**config.mk**
```make
export PLATFORM = sky130hd
export DESIGN_NAME = ballot_sequencer
export DESIGN_NICKNAME = d
export VERILOG_FILES = /design/src/rtl/ballot_sequencer.sv
export SDC_FILE = /design/constraint.sdc
export NUM_CORES = 1
export LEC_CHECK = 0
export CAP_MARGIN = 25
export CORE_UTILIZATION = 48
export DETAILED_ROUTE_END_ITERATION = 10
export MAX_ROUTING_LAYER = met4
export PLACE_DENSITY = 0.78
export SLEW_MARGIN = 5
export SYNTH_ARGS = -nofsm -noshare
export SYNTH_HDL_FRONTEND = slang
export SYNTH_SLANG_ARGS = --single-unit
```
**constraint.sdc**
```tcl
create_clock -name clock -period 4.41 [get_ports clock]
set_input_delay 1.323 -clock clock [delete_from_list [all_inputs] [get_ports clock]]
set_output_delay 1.323 -clock clock [all_outputs]
set_load 0.03 [all_outputs]
```
**src/rtl/ballot_sequencer.sv**
```systemverilog
// ballot_sequencer: front-panel sequencer for a four-candidate voting machine.
// Arms one ballot at a time, forwards a single accepted press to the tally
// logger, enforces a post-vote lockout, then scans the logger's tallies to
// pick a winner and cycles through the per-candidate results.
// Optional feature: define VOTE_AUDIT_EN to build the rejected-press counter;
// without it rejected_cnt is tied to zero.
//
// Input pulse contract: vote_valid bits and ballot_arm are one-cycle pulses
// sampled on the rising clock edge; each pulse is acted on exactly once and
// there is no backpressure. vote_inc is a one-cycle strobe the logger must
// accept unconditionally.
module ballot_sequencer #(
    parameter int LOCKOUT_CYCLES = 10,
    parameter int DISPLAY_CYCLES = 50
) (
    input  logic        clock,
    input  logic        reset,
    input  logic        session_open,
    input  logic        ballot_arm,
    input  logic [3:0]  vote_valid,
    input  logic [31:0] vote_counts,
    output logic [3:0]  vote_inc,
    output logic        ballot_ready,
    output logic        busy,
    output logic [7:0]  total_ballots,
    output logic [1:0]  result_sel,
    output logic [7:0]  result_count,
    output logic [1:0]  winner,
    output logic        tie,
    output logic        results_valid,
    output logic [7:0]  rejected_cnt,
    output logic [2:0]  state_dbg
);

    localparam logic [2:0] S_CLOSED  = 3'd0;
    localparam logic [2:0] S_IDLE    = 3'd1;
    localparam logic [2:0] S_ARMED   = 3'd2;
    localparam logic [2:0] S_LOCKOUT = 3'd3;
    localparam logic [2:0] S_TALLY   = 3'd4;
    localparam logic [2:0] S_RESULTS = 3'd5;

    localparam logic [7:0]  LOCK_LAST  = 8'(LOCKOUT_CYCLES - 1);
    localparam logic [15:0] DWELL_LAST = 16'(DISPLAY_CYCLES - 1);

    logic [2:0]  state_q, state_d;
    logic [3:0]  vote_inc_q, vote_inc_d;
    logic [7:0]  total_q, total_d;
    logic [7:0]  lock_cnt_q, lock_cnt_d;
    logic [1:0]  scan_idx_q, scan_idx_d;
    logic [1:0]  best_idx_q, best_idx_d;
    logic [7:0]  best_val_q, best_val_d;
    logic        tie_q, tie_d;
    logic [1:0]  result_sel_q, result_sel_d;
    logic [15:0] dwell_q, dwell_d;

    logic        vote_multi;
    logic        vote_one_hot;
    logic [7:0]  tally_val;

    // Classify the press: two or more bits set is an ambiguous press.
    always_comb begin
        vote_multi   = (vote_valid & (vote_valid - 4'd1)) != 4'd0;
        vote_one_hot = (vote_valid != 4'd0) && !vote_multi;
        tally_val    = vote_counts[{scan_idx_q, 3'b000} +: 8];
    end

    // Next-state, ballot accounting, tally scan and results display.
    always_comb begin
        state_d      = state_q;
        vote_inc_d   = 4'd0;
        total_d      = total_q;
        lock_cnt_d   = lock_cnt_q;
        scan_idx_d   = scan_idx_q;
        best_idx_d   = best_idx_q;
        best_val_d   = best_val_q;
        tie_d        = tie_q;
        result_sel_d = result_sel_q;
        dwell_d      = dwell_q;

        case (state_q)
            S_CLOSED: begin
                if (session_open) begin
                    state_d = S_IDLE;
                end
            end
            S_IDLE: begin
                if (!session_open) begin
                    state_d    = S_TALLY;
                    scan_idx_d = 2'd0;
                end else if (ballot_arm && (total_q != 8'hFF)) begin
                    state_d = S_ARMED;
                end
            end
            S_ARMED: begin
                // Closing the polls wins over a press in the same cycle.
                if (!session_open) begin
                    state_d    = S_TALLY;
                    scan_idx_d = 2'd0;
                end else if (vote_one_hot) begin
                    vote_inc_d = vote_valid;
                    total_d    = (total_q == 8'hFF) ? total_q : total_q + 8'd1;
                    lock_cnt_d = 8'd0;
                    state_d    = S_LOCKOUT;
                end
            end
            S_LOCKOUT: begin
                if (lock_cnt_q == LOCK_LAST) begin
                    lock_cnt_d = 8'd0;
                    if (session_open) begin
                        state_d = S_IDLE;
                    end else begin
                        state_d    = S_TALLY;
                        scan_idx_d = 2'd0;
                    end
                end else begin
                    lock_cnt_d = lock_cnt_q + 8'd1;
                end
            end
            S_TALLY: begin
                // Strict greater-than keeps the lowest index on equal tallies.
                if (scan_idx_q == 2'd0) begin
                    best_idx_d = 2'd0;
                    best_val_d = tally_val;
                    tie_d      = 1'b0;
                end else if (tally_val > best_val_q) begin
                    best_idx_d = scan_idx_q;
                    best_val_d = tally_val;
                    tie_d      = 1'b0;
                end else if (tally_val == best_val_q) begin
                    tie_d = 1'b1;
                end
                if (scan_idx_q == 2'd3) begin
                    state_d      = S_RESULTS;
                    result_sel_d = 2'd0;
                    dwell_d      = 16'd0;
                end else begin
                    scan_idx_d = scan_idx_q + 2'd1;
                end
            end
            S_RESULTS: begin
                if (session_open) begin
                    state_d      = S_IDLE;
                    result_sel_d = 2'd0;
                    dwell_d      = 16'd0;
                end else if (dwell_q == DWELL_LAST) begin
                    dwell_d      = 16'd0;
                    result_sel_d = result_sel_q + 2'd1;
                end else begin
                    dwell_d = dwell_q + 16'd1;
                end
            end
            default: begin
                state_d = S_CLOSED;
            end
        endcase
    end

    // State and datapath registers with synchronous reset.
    always_ff @(posedge clock) begin
        if (reset) begin
            state_q      <= S_CLOSED;
            vote_inc_q   <= 4'd0;
            total_q      <= 8'd0;
            lock_cnt_q   <= 8'd0;
            scan_idx_q   <= 2'd0;
            best_idx_q   <= 2'd0;
            best_val_q   <= 8'd0;
            tie_q        <= 1'b0;
            result_sel_q <= 2'd0;
            dwell_q      <= 16'd0;
        end else begin
            state_q      <= state_d;
            vote_inc_q   <= vote_inc_d;
            total_q      <= total_d;
            lock_cnt_q   <= lock_cnt_d;
            scan_idx_q   <= scan_idx_d;
            best_idx_q   <= best_idx_d;
            best_val_q   <= best_val_d;
            tie_q        <= tie_d;
            result_sel_q <= result_sel_d;
            dwell_q      <= dwell_d;
        end
    end

`ifdef VOTE_AUDIT_EN
    logic [7:0] rej_q, rej_d;
    logic       press_reject;

    // A press is rejected when no ballot is armed, or when it is ambiguous.
    always_comb begin
        press_reject = 1'b0;
        case (state_q)
            S_IDLE:    press_reject = (vote_valid != 4'd0);
            S_ARMED:   press_reject = session_open && vote_multi;
            S_LOCKOUT: press_reject = (vote_valid != 4'd0);
            default:   press_reject = 1'b0;
        endcase
        rej_d = (press_reject && (rej_q != 8'hFF)) ? rej_q + 8'd1 : rej_q;
    end

    // Saturating rejected-press counter.
    always_ff @(posedge clock) begin
        if (reset) begin
            rej_q <= 8'd0;
        end else begin
            rej_q <= rej_d;
        end
    end

    assign rejected_cnt = rej_q;
`else
    assign rejected_cnt = 8'd0;
`endif

    assign vote_inc      = vote_inc_q;
    assign ballot_ready  = (state_q == S_ARMED);
    assign busy          = (state_q == S_LOCKOUT);
    assign results_valid = (state_q == S_RESULTS);
    assign total_ballots = total_q;
    assign result_sel    = result_sel_q;
    assign result_count  = vote_counts[{result_sel_q, 3'b000} +: 8];
    assign winner        = best_idx_q;
    assign tie           = tie_q;
    assign state_dbg     = state_q;

endmodule

```
==> metrics.md <==
| Metric | Value |
|---|---|
| CP arrival | 2.87 ns |
| Fin crit period | 4.19 ns |
| Top cells by area, synth | dfxtp_1 34%, mux4_2 11%, nor2_1 6.5%, ha_1 5.9%, xor2_1 5.8% |
| Die width | 83.6 um |
| Skew-Pair Late Insertion Delay | 0.30 ns |
| PD cells | 292 nW/um^2 |
| Capturing element type of the critical path | output port |
| LEAKAGE | 1.50 nW |
| Slew @ Worst Pin | 0.720 ns |
| Worst-path clk slew | 0.10 ns |
| Number of max-slew violations in the final report | 0 |
| Pre-CTS setup slack | 0.228 ns |
| CTS tree | built |
| Proportion of layout cells with a drive suffix above 1 | 9.34% |
| Synth Warn # | 0 |
| Gate Count Post-Synth | 343 |
| Max_cap viols | 0 |
| Sequential share of the synthesized area | 33.8% |
| Final period util | 95.1% |
| First-pass GRT wire length | 11.4 mm |
| Initial antenna violation count | 0 |
| Hold bufs inserted after CTS | 0 |
| Drt total wl | 6.82 mm |
| RSZ-0062 raised after global routing | no |
| Cts repair resizes | 0 |
| Pin count of the biggest net entering global routing | 32 |
| Post-Syn Area | 3200 sq um |
| DR vias | 2590 |
| PortBufs | 70 |
| Top cell type's share of synthesized area | 33.8% |
| Final instance area | 4020 sq um |
| Post-placement cell count | 476 |
| Highest routed layer | met4 |
| CTS root buffer | clkbuf_8 |
| Fmax | 0.238 GHz |
| Fillers | 561 |
| CP max FO | 2 |
| Routed Antenna Nets | 0 |
| Initial core utilization | 50.1% |
| Top cell type by total area after synthesis | dfxtp_1 |
| Final nets | 461 |
| Post-Layout Cell Count | 484 |
| R2R Setup Slk | 1.37 ns |
| Endpoints failing setup | 0 |
| Status | finished, final reports clean |
| Total grt overflow | 0 |
| Post-CTS setup buffers | 0 |
| Die Area | 6990 sq um |
| Gpl congestion | 0.822 |
| Setup tns final | 0 ns |
| Io pins | 79 |
| Max_slew headroom | 52.0% |
| Design Power | 1.17 mW |
| DR WL met2 | 3.38 mm |
| Post-route DRC | 0 |
| Hold Violations, Final | 0 |
| # rows | 29 |
| Number of global-route vias before repair | 2507 |
| Wire length on met1 | 3.10 mm |
| Synth top cells by count | 55 x nor2_1, 54 x dfxtp_1, 21 x nand2_1, 21 x xor2_1, 18 x inv_1 |
| Setup ws final | 0.216 ns |
| Diodes inserted | 0 |
| Crit path kind | input port to output port |
| Total CTS buffers | 5 |
| DRT iter0 DRCs | 104 |
| Share of synthesized registers carrying an async set or reset | 0% |
| Via-to-Cell Ratio | 5.35 |
| Placed Area | 3920 sq um |
| Sink Count | 54 |
| Post-synth EDFFs | 0 |
| Worst setup SP type | input port |
| Critical Path RT | 3.09 ns |
| H-tree levels | 2 |
| Hold slack | 0.509 ns |
| Area growth from synthesis to layout | 25.8% |
| Wire per inst | 14.1 um |
| Synth cell types | 53 |
| Routed length on met3 | 261 um |
| IR drop worst, VDD | 0.203 mV |
| Synth Flop Type | dfxtp_1 |
| Fin util | 63.0% |
| FF+latch count, synth | 54 |
| Clock Tree Buf Depth | 2 |
| Die height | 83.6 um |
| Clk_skew | 0.00676 ns |
| HPWL after detailed placement | 5.18 mm |
| Syn avg cell area | 9.32 sq um |
| Core area | 6390 sq um |
| Worst Hold Class | flip-flop to flip-flop |
| Initial DRT Pass Iterations | 4 |
| Cell with the most instances after synthesis | nor2_1 |
| GRT Util Overall | 20.4% |
-- state kept, by name, indices dropped and copies added (netlist names) --
register,count
winner,2
tie,1
result_sel,2
dwell_q,16
total_ballots,8
state_dbg,3
lock_cnt_q,8
vote_inc,4
scan_idx_q,2
best_val_q,8
-- cells in the final DEF (no fill, tap or decap), drive strengths merged, types with 11 or more instances in the layout --
cell type	instances
mux4	16
a21oi	11
nand2	21
clkdlybuf4s50	70
xor2	21
nor2	55
ha	15
inv	19
mux2i	13
dfxtp	54
nand4	14
-- cells by family after synthesis --
kind of cell               after synthesis  share of synthesized area (%)
AOI/OAI and AO/OA                       36                           8.77
xor gates and xnor gates                29                           7.95
adders and majority gates               15                           5.87
buffers and inverters                   42                           6.11
DFF                                     54                           33.8
muxes                                   30                           15.7
other                                    1                          0.117
and+or+nand+nor                        136                           21.7
-- path summary, 6_finish.rpt --
path	startpoint	endpoint	cells past startpoint
hold / removal	best_val_q[6]	best_val_q[6]	2
setup reg to reg	scan_idx_q[0]	best_val_q[4]	9
setup / recovery	vote_counts[28]	result_count[4]	3
hold reg to reg	best_val_q[6]	best_val_q[6]	2
-- report_power, final --
group          total (mW)  internal [mW]  leakage, nW  switching (mW)
sequential          0.552          0.507        0.436          0.0454
clock               0.292          0.130       0.0478           0.162
combinational       0.329          0.165         1.02           0.164
total                1.17          0.802         1.50           0.372
-- area by class of cell --
| cell class | count | area (sq um) | area share [%] |
|---|---|---|---|
| clock buffers | 6 | 82.6 | 2.05 |
| clock inverters | 2 | 16.3 | 0.404 |
| inverters | 18 | 67.6 | 1.68 |
| multi-input cells | 254 | 1950 | 48.6 |
| flip-flops and latches | 54 | 1080 | 26.9 |
| well taps | 77 | 96.3 | 2.40 |
| repair buffers | 73 | 723 | 18.0 |
-- per-layer routing --
layer | vias up | global-route usage (%)
li1 | 1315 | -
met1 | 1208 | 26.2
met2 | 61 | 33.6
met3 | 6 | 3.26
met4 | 0 | 5.08
met5 | - | -
-- worst max-delay path, stage by stage --
cell	delay, ns
clkdlybuf4s50_1	0.45
mux4_2	0.48
clkdlybuf4s50_1	0.61
No activity file was read; power rests on OpenSTA's default activity.
